## config.mk

```make
export PLATFORM = sky130hd
export DESIGN_NAME = uart_cfg_regfile
export DESIGN_NICKNAME = d
export VERILOG_FILES = /design/src/rtl/uart_cfg_regfile.sv
export SDC_FILE = /design/constraint.sdc
export NUM_CORES = 1
export LEC_CHECK = 0
export BUFFER_PORTS_ARGS = -buffer_cell sky130_fd_sc_hd__buf_2
export CORE_ASPECT_RATIO = 1.75
export CORE_MARGIN = 3
export CORE_UTILIZATION = 45
export CTS_CLUSTER_SIZE = 40
export DETAILED_ROUTE_END_ITERATION = 16
export PLACE_DENSITY_LB_ADDON = 0.25
export SETUP_SLACK_MARGIN = 0.02
export SLEW_MARGIN = 20
export SYNTH_ARGS = -nofsm -noshare
export SYNTH_HDL_FRONTEND = slang
export SYNTH_SLANG_ARGS = --single-unit
```

## constraint.sdc

```tcl
create_clock -name clk -period 4.6 [get_ports clk]
set_clock_uncertainty 0.1 [all_clocks]
set_input_delay 0.92 -clock clk [delete_from_list [all_inputs] [get_ports clk]]
set_output_delay 0.92 -clock clk [all_outputs]
set_load 0.01 [all_outputs]
```

## src/rtl/uart_cfg_regfile.sv

```systemverilog
// rtl/uart_cfg_regfile.sv - framed, checksummed register file loaded over a UART byte stream
// Frames: HEADER CMD ADDR [DATA x NB] CHK; replies ACK/NAK or read data, with gap timeout recovery.
module uart_cfg_regfile #(
  parameter int                NUM_REGS    = 4,
  parameter int                DATA_W      = 8,
  parameter logic [7:0]        HEADER      = 8'hA5,
  parameter int                TIMEOUT_CYC = 100000,
  parameter logic [DATA_W-1:0] RESET_VAL   = '0
) (
  input  logic                       clk,
  input  logic                       rst_n,
  input  logic [7:0]                 rx_data,
  input  logic                       rx_valid,
  input  logic                       tx_busy,
  output logic [7:0]                 tx_data,
  output logic                       tx_trig,
  output logic [NUM_REGS*DATA_W-1:0] regs,
  output logic [NUM_REGS-1:0]        reg_wr,
  output logic [7:0]                 err_cnt
);
  localparam int         NB         = DATA_W / 8;
  localparam int         GAP_W      = $clog2(TIMEOUT_CYC + 1);
  localparam int         CNT_W      = $clog2(NB + 1);
  localparam logic [8:0] NUM_REGS_L = 9'(NUM_REGS);
  localparam logic [7:0] CMD_WR     = 8'h01;
  localparam logic [7:0] CMD_RD     = 8'h02;
  localparam logic [7:0] ACK        = 8'h06;
  localparam logic [7:0] NAK        = 8'h15;

  typedef enum logic [2:0] {S_IDLE, S_CMD, S_ADDR, S_DATA, S_CHK, S_EXEC, S_RESP} state_t;
  state_t r_state, w_next;

  logic [7:0]                 r_addr, r_chk, r_err, r_tx_data;
  logic                       r_is_wr, r_chk_ok;
  logic [DATA_W-1:0]          r_data, r_resp_buf, w_rd_val;
  logic [CNT_W-1:0]           r_byte_cnt, r_resp_left;
  logic [GAP_W-1:0]           r_gap;
  logic [1:0]                 r_guard;
  logic [NUM_REGS*DATA_W-1:0] r_regs;
  logic                       w_in_frame, w_timeout, w_exec_ok, w_err_inc, w_tx_fire;
  logic [7:0]                 w_tx_byte;
  logic [NUM_REGS-1:0]        w_reg_wr;

  assign w_in_frame = (r_state == S_CMD) || (r_state == S_ADDR) ||
                      (r_state == S_DATA) || (r_state == S_CHK);
  // A byte arriving on the expiry cycle takes priority over the timeout.
  assign w_timeout  = w_in_frame && !rx_valid && (r_gap == GAP_W'(TIMEOUT_CYC - 1));
  assign w_exec_ok  = r_chk_ok && ({1'b0, r_addr} < NUM_REGS_L);
  assign w_tx_fire  = (r_state == S_RESP) && (r_guard == 2'd0) && !tx_busy;
  assign w_tx_byte  = r_resp_buf[DATA_W-1 -: 8];

  always_comb begin
    w_rd_val = '0;
    w_reg_wr = '0;
    for (int k = 0; k < NUM_REGS; k++) begin
      if (r_addr == 8'(k)) begin
        w_rd_val    = r_regs[k*DATA_W +: DATA_W];
        w_reg_wr[k] = (r_state == S_EXEC) && r_is_wr && w_exec_ok;
      end
    end
  end

  always_comb begin
    w_next    = r_state;
    w_err_inc = 1'b0;
    case (r_state)
      S_IDLE: if (rx_valid && rx_data == HEADER) w_next = S_CMD;
      S_CMD:
        if (rx_valid) begin
          if (rx_data == CMD_WR || rx_data == CMD_RD) begin
            w_next = S_ADDR;
          end else begin
            w_next    = S_IDLE;
            w_err_inc = 1'b1;
          end
        end
      S_ADDR: if (rx_valid) w_next = r_is_wr ? S_DATA : S_CHK;
      S_DATA: if (rx_valid && r_byte_cnt == CNT_W'(NB - 1)) w_next = S_CHK;
      S_CHK:  if (rx_valid) w_next = S_EXEC;
      S_EXEC: begin
        w_next    = S_RESP;
        w_err_inc = !w_exec_ok;
      end
      S_RESP: if (w_tx_fire && r_resp_left == CNT_W'(1)) w_next = S_IDLE;
      default: w_next = S_IDLE;
    endcase
    if (w_timeout) begin
      w_next    = S_IDLE;
      w_err_inc = 1'b1;
    end
  end

  always_ff @(posedge clk or negedge rst_n) begin
    if (!rst_n) r_state <= S_IDLE;
    else        r_state <= w_next;
  end

  always_ff @(posedge clk or negedge rst_n) begin
    if (!rst_n) begin
      r_addr      <= '0;
      r_chk       <= '0;
      r_err       <= '0;
      r_tx_data   <= '0;
      r_is_wr     <= 1'b0;
      r_chk_ok    <= 1'b0;
      r_data      <= '0;
      r_resp_buf  <= '0;
      r_byte_cnt  <= '0;
      r_resp_left <= '0;
      r_gap       <= '0;
      r_guard     <= '0;
      r_regs      <= {NUM_REGS{RESET_VAL}};
    end else begin
      if (!w_in_frame || rx_valid) r_gap <= '0;
      else                         r_gap <= r_gap + GAP_W'(1);

      if (w_err_inc && r_err != 8'hFF) r_err <= r_err + 8'd1;

      if (rx_valid) begin
        case (r_state)
          S_CMD: begin
            r_is_wr <= (rx_data == CMD_WR);
            r_chk   <= rx_data;
          end
          S_ADDR: begin
            r_addr     <= rx_data;
            r_chk      <= r_chk ^ rx_data;
            r_byte_cnt <= '0;
          end
          S_DATA: begin
            r_data     <= (r_data << 8) | DATA_W'(rx_data);
            r_chk      <= r_chk ^ rx_data;
            r_byte_cnt <= r_byte_cnt + CNT_W'(1);
          end
          S_CHK:   r_chk_ok <= (rx_data == r_chk);
          default: ;
        endcase
      end

      if (r_state == S_EXEC) begin
        for (int k = 0; k < NUM_REGS; k++)
          if (w_reg_wr[k]) r_regs[k*DATA_W +: DATA_W] <= r_data;
        if (!w_exec_ok) begin
          r_resp_buf  <= DATA_W'(NAK) << (DATA_W - 8);
          r_resp_left <= CNT_W'(1);
        end else if (r_is_wr) begin
          r_resp_buf  <= DATA_W'(ACK) << (DATA_W - 8);
          r_resp_left <= CNT_W'(1);
        end else begin
          r_resp_buf  <= w_rd_val;
          r_resp_left <= CNT_W'(NB);
        end
      end

      // Guard masks tx_busy for the two cycles after a trigger while uart_tx raises busy.
      if (w_tx_fire) begin
        r_tx_data   <= w_tx_byte;
        r_resp_buf  <= r_resp_buf << 8;
        r_resp_left <= r_resp_left - CNT_W'(1);
        r_guard     <= 2'd2;
      end else if (r_guard != 2'd0) begin
        r_guard <= r_guard - 2'd1;
      end
    end
  end

  assign tx_trig = w_tx_fire;
  assign tx_data = w_tx_fire ? w_tx_byte : r_tx_data;
  assign regs    = r_regs;
  assign reg_wr  = w_reg_wr;
  assign err_cnt = r_err;
endmodule

```

==> results.yml, run 1 <==
setup_path:
  r2r-start: "r_state[1]"
  r2r_slack_ps: 2090
  cp-start-kind: "flop"
  cp-startpoint: "r_state[1]"
  crit_path_max_fanout: 23
  end_kind: "output port"
  r2r_end: "regs[12]"
  path_class: "reg2out"
  cp.required_ps: 3580
  cp_data_arrival_time_ps: 2400
  r2r_cells: 7
  worstSetupEndpoint: "reg_wr[2]"
synth:
  synthTopCellsByArea: "dfrtp_1, mux2_2, xor2_1"
  ys.flop_type: "dfrtp_1"
  synth_top_area_frac: 0.517
  ys_seq_area_frac: 0.517
  syn_nets: 486
  synth.avg_cell_area_um2: 10.9
  synth_seq_cells: 106
  netlist_area_um2: 5130
  synthDistinctLibCells: 58
  yosysTopAreaCell: "dfrtp_1"
  synth_edf_count: 0
  synth_warnings: 0
  syn-instance-count: 471
  async_flop_share: 1.00
grt:
  grt_max_degree: 80
  grt_pass1_vias: 3759
  track_usage: 0.193
  grt_antenna_before_repair: 0
  grt_first_pass_wirelength_um: 19300
  overflow: 0
timing:
  timing_hold_violations_final: 0
  finalCriticalPeriod_ps: 3420
  tightest_slew_ps: 805
  period_share: 0.743
  slew_viol_final: 0
  hold_ws_ps: 371
  relSlewSlack: 0.463
  setup_viol: 0
  rsz0062_at_grt: "false"
  fin_tns_setup_ps: 0
  fmax_mhz: 292
routing:
  routed_via_density: 5.54
  vias: 3681
  wl_per_cell_um: 17.5
  drtAntennaViolNets: 0
  firstDrtPassIters: 4
  drc_errors: 0
  drtIter0Drc: 133
  wirelength_um: 11700
power:
  clkPwrFrac: 0.311
  ir_worst_vdd_uv: 281
  cellPowerDensity_nw_per_um2: 423
  power_switching_uw: 779
  pwr-share-seq: 0.470
  intPower_mw: 1.70
  combPwrFrac: 0.219
  swShare: 0.314
  p_leak_nw: 2.90
  p_total_mw: 2.48
clocking:
  ctsResizeCount: 0
  numCtsBuffers: 9
  cts_root_buffer: "clkbuf_16"
  clock-sinks: 106
  clockBufferDepth: 2
  h-tree-depth: 3
  cts_tree: "done"
  clock_latency_ps: 340
  hold_buffers: 0
  post_cts_buffers: 0
  clk_pin_slew_ps: 70
hold_path:
  hold_class: "reg2reg"
place:
  place_congestion: 0.830
  dpl.hpwl_um: 8440
  placement.io_buffers: 64
  placed_cells: 650
  place_area_um2: 5580
floorplanning:
  pin_count: 65
  die_h_um: 147
  initial_core_util: 0.460
  std_cell_rows: 51
  die_x_um: 86.7
  core_um2: 11200
  die_area_um2: 12800
final_layout:
  antenna_cells: 0
  drive_gt1_frac: 0.291
  fin_cells: 665
  finalNetCount: 544
  area_growth_pct: 14.4
  fin_area_um2: 5870
  final.fill_count: 947
flow_run:
  cap_violations: 0
run_status:
  status: "complete, no violations"
-- cell type report --
cell class	count	area, um2	share of cell area
Clock buffer	10	239	0.0407
Sequential cell	106	2650	0.452
Tap cell	132	165	0.0281
Inverter	9	33.8	0.00575
Clock inverter	5	53.8	0.00916
Multi-Input combinational cell	332	2350	0.400
Timing Repair Buffer	71	379	0.0646
-- state kept, by name (all words and copies together) (netlist names), 3 cells and up --
| signal | flops |
|---|---|
| r_resp_buf | 8 |
| r_tx_data | 8 |
| r_addr | 8 |
| err_cnt | 8 |
| r_state | 3 |
| r_data | 8 |
| regs | 32 |
| r_gap | 17 |
| r_chk | 8 |
-- critical path, cell delays in order, from the launching register on --
cell,delay (ps)
dfrtp_1,360
buf_4,200
nand3b_1,290
inv_1,200
nand4_2,260
or2_1,490
inv_1,120
buf_2,140
-- per-layer routing --
metal	track usage	vias to the layer above	share of wire
met4	0.0632	0	0.023
met5	0	-	0
met1	0.221	1833	0.39
li1	-	1783	-
met2	0.338	51	0.54
met3	0.0584	14	0.044
-- cells in the mapped netlist (2+ instances only) --
master and n:
a21boi_1 2, a21oi_1 27, a221o_1 2, a311oi_1 8, a31oi_1 4, and2_1 2
and3_1 3, and3b_1 2, buf_2 4, clkbuf_1 18, dfrtp_1 106, ha_1 3
inv_1 8, mux2_2 49, mux2i_1 7, mux4_2 4, nand2_1 50, nand2b_1 4
nand3_1 18, nand3b_1 2, nand4_1 3, nor2_1 52, nor2b_1 2, nor3_1 9
nor3b_1 2, nor4_1 5, nor4_4 2, o21ai_0 10, o311ai_0 4, or2_1 2
or2_2 2, xnor2_1 5, xor2_1 25
-- how the worst min path moves through the flow --
| stage | from | endpoint | slack (ps) | cells after the start |
|---|---|---|---|---|
| final | r_tx_data[6] | r_tx_data[6] | 370 | 2 |
| after global placement | r_tx_data[5] | r_tx_data[5] | 350 | 2 |
| after CTS | r_tx_data[6] | r_tx_data[6] | 380 | 2 |
| after detailed placement | r_tx_data[6] | r_tx_data[6] | 360 | 2 |
| after floorplan | r_resp_buf[6] | r_resp_buf[6] | 340 | 2 |
| after global routing | r_tx_data[5] | r_tx_data[5] | 380 | 2 |
-- cells by family (layout without fill, tap and decap cells) --
group                      count (synthesis)  count (layout)  synth area share
AOI/OAI and AO/OA                         64              64            0.0802
and+or+nand+nor                          174             174             0.178
xor gates and xnor gates                  30              30            0.0512
muxes                                     61              61             0.141
DFF                                      106             106             0.517
adders and majority gates                  3               3           0.00731
buffers and inverters                     33              95            0.0254
-- power groups by stage --
stage	Clock (mW)	Combinational [mW]	Sequential, mW
finish	0.772	0.543	1.17
floorplan	0	0.424	1.15
global placement	0	0.525	1.18
CTS	0.787	0.549	1.17
global route	0.821	0.619	1.19
detailed placement	0	0.547	1.18
-- stage by stage --
stage	util	worst slack [ps]
final	0.526	1180
after global routing	0.526	1030
after CTS	0.526	1150
after detailed placement	0.499	1280
after global placement	0.499	1370
after floorplan	-	1820
-- cells in the final DEF (no fill, tap or decap), types with 3 or more instances in the layout --
master / instances
and3_1: 3
nand3_1: 18
xor2_1: 25
a311oi_1: 8
clkbuf_16: 9
xnor2_1: 5
mux2i_1: 7
nand2_1: 50
o21ai_0: 10
ha_1: 3
clkinv_2: 3
buf_4: 7
nor4_1: 5
inv_1: 8
nor3_1: 9
mux4_2: 4
buf_2: 63
a31oi_1: 4
a21oi_1: 27
o311ai_0: 4
mux2_2: 49
nand2b_1: 4
nand4_1: 3
dfrtp_1: 106
nor2_1: 52
(Power assumes the default switching activity.)
==> run 2, diff against run 1 <==
clock period = 2.85 ns   (was 4.6 ns; I/O delays follow)
==> results.yml, run 2 (synthesis results as in run 1) <==
timing:
  setup_ws_ps: 172
  setup_viol: 0
  timing_hold_violations_final: 0
  finalCriticalPeriod_ps: 2680
  period_share: 0.940
  tightest_slew_ps: 761
  fmax_mhz: 373
  fin_tns_setup_ps: 0
  slew_viol_final: 0
  relSlewSlack: 0.488
place:
  place_congestion: 0.829
  placement.io_buffers: 64
  dpl.hpwl_um: 8660
  pre_cts_ws_ps: 399
setup_path:
  end_kind: "output port"
  cp-start-kind: "flop"
  r2r-start: "r_state[0]"
  crit_path_max_fanout: 8
  cp-startpoint: "r_guard[0]"
  path_class: "reg2out"
  crit_top_cell: "nand2_1"
  slowest_delay_ps: 390
  path_delay_family: "simple AND/OR/NAND/NOR gates"
  cp_data_arrival_time_ps: 2010
  critPathBufInv: 3
  cp.required_ps: 2180
  cp_cell_sequence: "inv_1 > ha_1 > nor4bb_4 > nand2_2 > buf_4 > nand2_1 > nand2_1 > buf_2"
  slowest_stage: "dfrtp_1"
final_layout:
  area_growth_pct: 17.0
  final.fill_count: 951
  multi_input_area_um2: 2370
  largest_register_ff_count: 32
  layout_common_cells: "dfrtp_1, buf_2, nor2_1"
  drive_gt1_frac: 0.309
  antenna_cells: 0
  seq_area_um2: 2650
  finalNetCount: 554
  final_common_cell: "dfrtp_1"
floorplanning:
  die_h_um: 147
  core_um2: 11200
  die_x_um: 86.7
  initial_core_util: 0.460
  die_area_um2: 12800
  std_cell_rows: 51
  pin_count: 65
grt:
  grt_antenna_before_repair: 0
  grt_max_degree: 45
  grt_first_pass_wirelength_um: 19300
  grt_pass1_vias: 3742
  overflow: 0
  track_usage: 0.193
clocking:
  cts_tree: "done"
  clockBufferDepth: 2
  clk_pin_slew_ps: 70
  numCtsBuffers: 9
  hold_buffers: 0
  cts_root_buffer: "clkbuf_16"
  h-tree-depth: 3
  clock-sinks: 106
  clock_latency_ps: 340
routing:
  drtIter0Drc: 253
  wirelength_um: 11800
  firstDrtPassIters: 6
  vias: 3727
  drtAntennaViolNets: 0
  drc_errors: 0
  wl_per_cell_um: 17.4
  routed_via_density: 5.51
power:
  intPower_mw: 2.90
  p_leak_nw: 2.96
  power_switching_mw: 1.26
  combPwrFrac: 0.227
  p_total_mw: 4.16
  swShare: 0.303
  clkPwrFrac: 0.326
  pwr-share-seq: 0.447
  cellPowerDensity_nw_per_um2: 693
  ir_worst_vdd_uv: 444
hold_path:
  hold_class: "in2async"
run_status:
  status: "complete, no violations"
flow_run:
  cap_violations: 0
==> run 2: stage by stage <==
stage,cell area (um2),utilization,instances,hold WS (ps)
2_1_floorplan,5130,-,471,174
3_3_place_gp,5650,0.506,660,352
3_5_place_dp,5650,0.506,660,358
4_1_cts,5990,0.536,676,129
5_1_grt,6010,0.538,676,149
6_report,6010,0.538,676,110
==> run 2: worst reg2reg max path, stage by stage (launching register included) <==
cell and delay [ps]:
dfrtp_1 420, buf_4 250, or3_4 410, nand3b_2 110
buf_4 230, nand4b_4 210, nand2_1 110, mux2_1 330
==> run 2: final cells by class <==
type,instances,area share
Sequential cell,106,0.442
Multi-Input combinational cell,332,0.395
Timing Repair Buffer,81,0.0750
Clock buffer,13,0.0433
Tap cell,132,0.0275
Clock inverter,3,0.0115
Inverter,9,0.00625
==> run 2: final timing paths <==
kind | endpoint | slack, ps | cells after the start
min in group clk | r_tx_data[2] | 370 | 2
hold reg to reg | r_tx_data[2] | 370 | 2
hold / removal | regs[6] | 110 | 1
max in group asynchronous | r_chk[6] | 1850 | 2
setup reg to reg | err_cnt[1] | 560 | 7
setup / recovery | tx_data[1] | 170 | 8
==> run 2: power groups by stage <==
stage,clock network [mW],logic (mW),registers (mW)
floorplan,0,0.685,1.85
global placement,0,0.896,1.88
detailed placement,0,0.935,1.89
CTS,1.38,0.941,1.86
global route,1.44,1.08,1.89
finish,1.35,0.945,1.86
==> run 2: what timing repair did <==
item                       in CTS  in global routing
pin swaps                       0                  0
setup endpoints to repair       1                  9
resized for setup               1                  4
buffers inserted                0                  0
hold endpoints to repair        0                  0
==> run 2: metal layers <==
layer	vias up	share of wire	track usage
met5	-	0	0
met4	0	0.022	0.0733
met3	20	0.035	0.0404
met2	53	0.55	0.346
met1	1864	0.39	0.222
li1	1790	-	-
==> run 3, diff against run 2 <==
==> constraint.sdc (replaced) <==
create_clock -name clk -period 3.4 [get_ports clk]
set_clock_uncertainty 0.1 [all_clocks]
set_input_delay 0.68 -clock clk [delete_from_list [all_inputs] [get_ports clk]]
set_output_delay 0.68 -clock clk [all_outputs]
set_load 0.05 [all_outputs]
==> results.yml, run 3 (synthesis results as in run 1) <==
run_status:
  status: "complete, no violations"
place:
  dpl.hpwl_um: 8580
  place_congestion: 0.792
  placement.io_buffers: 64
final_layout:
  final_common_cell: "dfrtp_1"
  drive_gt1_frac: 0.294
  layout_common_cells: "dfrtp_1, buf_2, nor2_1"
  area_growth_pct: 16.0
  antenna_cells: 0
  final.fill_count: 1000
  largest_register_ff_count: 32
  finalNetCount: 547
floorplanning:
  pin_count: 65
  die_area_um2: 12800
  initial_core_util: 0.460
  core_um2: 11200
  die_h_um: 147
  die_x_um: 86.7
  std_cell_rows: 51
grt:
  overflow: 0
  grt_first_pass_wirelength_um: 19300
  grt_antenna_before_repair: 0
  track_usage: 0.194
  grt_max_degree: 67
  grt_pass1_vias: 3704
setup_path:
  path_delay_family: "simple AND/OR/NAND/NOR gates"
  cp_data_arrival_time_ps: 2320
  cp.required_ps: 2620
  critPathBufInv: 2
  cp_cell_sequence: "nor4_4 > and2_1 > nand4_2 > or2_1 > inv_1 > buf_2"
  slowest_stage: "or2_1"
  slowest_delay_ps: 470
  end_kind: "output port"
  cp-start-kind: "flop"
  path_class: "reg2out"
  crit_path_max_fanout: 9
timing:
  period_share: 0.913
  setup_viol: 0
  slew_viol_final: 0
  finalCriticalPeriod_ps: 3100
  rsz0062_at_grt: "false"
  tightest_slew_ps: 832
  relSlewSlack: 0.445
  fin_tns_setup_ps: 0
  fmax_mhz: 322
  timing_hold_violations_final: 0
  hold_ws_ps: 340
routing:
  wirelength_um: 11700
  wl_per_cell_um: 17.5
  firstDrtPassIters: 4
  routed_via_density: 5.58
  drtAntennaViolNets: 0
  drc_errors: 0
  vias: 3736
  drtIter0Drc: 197
power:
  p_total_mw: 3.59
  p_leak_nw: 2.93
  cellPowerDensity_nw_per_um2: 603
  ir_worst_vdd_uv: 579
clocking:
  numCtsBuffers: 9
  cts_root_buffer: "clkbuf_16"
  hold_buffers: 0
  clock-sinks: 106
  cts_tree: "done"
  clk_pin_slew_ps: 70
  h-tree-depth: 3
  post_cts_buffers: 0
  clock_latency_ps: 340
  ctsResizeCount: 0
  clockBufferDepth: 2
flow_run:
  cap_violations: 0
hold_path:
  hold_class: "in2async"
run 3: changes by cell type in the layout (fill, tap and decap cells not counted), sizes merged:
cell,change
clkbuf,-3
bufinv,+1
clkinv,+2
buf,-7
run 3: path summary, 6_finish.rpt:
check	depth (start not counted)	startpoint	end	slack, ps
setup / recovery	6	r_addr[4]	reg_wr[2]	300
hold / removal	1	rst_n	regs[13]	340
setup reg to reg	6	r_state[0]	err_cnt[6]	930
hold reg to reg	2	r_tx_data[5]	r_tx_data[5]	370
max in group asynchronous	2	rst_n	r_is_wr	2130
min in group clk	2	r_tx_data[5]	r_tx_data[5]	370
run 3: area by class of cell:
cell class | count | area [um2] | share of cell area
Inverter | 9 | 33.8 | 0.00567
Multi-Input combinational cell | 332 | 2350 | 0.395
Timing Repair Buffer | 74 | 410 | 0.0689
Tap cell | 132 | 165 | 0.0277
Clock inverter | 6 | 114 | 0.0191
Sequential cell | 106 | 2650 | 0.445
Clock buffer | 10 | 229 | 0.0385
run 3: layer usage:
layer / up-vias / GRT usage / part of all wire
met1: 1874 / 0.222 / 0.39
met2: 65 / 0.355 / 0.56
li1: 1785 / - / -
met3: 12 / 0.0393 / 0.039
met5: - / 0 / 0
met4: 0 / 0.0546 / 0.013
run 3: power by group:
group / leakage (nW) / switching, mW / internal (mW) / total (mW)
Sequential: 1.43 / 0.146 / 1.41 / 1.56
Combinational: 1.34 / 0.532 / 0.315 / 0.847
Clock: 0.165 / 0.462 / 0.724 / 1.19
Total: 2.93 / 1.14 / 2.45 / 3.59
run 3: per-stage QoR:
stage                     cells  instance area [um2]  utilization  worst slack, ps
after global routing        669                 5950        0.533              146
after detailed placement    653                 5610        0.503              637
final                       669                 5950        0.533              297
after global placement      653                 5610        0.503              707
after CTS                   669                 5950        0.533              261
after floorplan             471                 5130            -              481
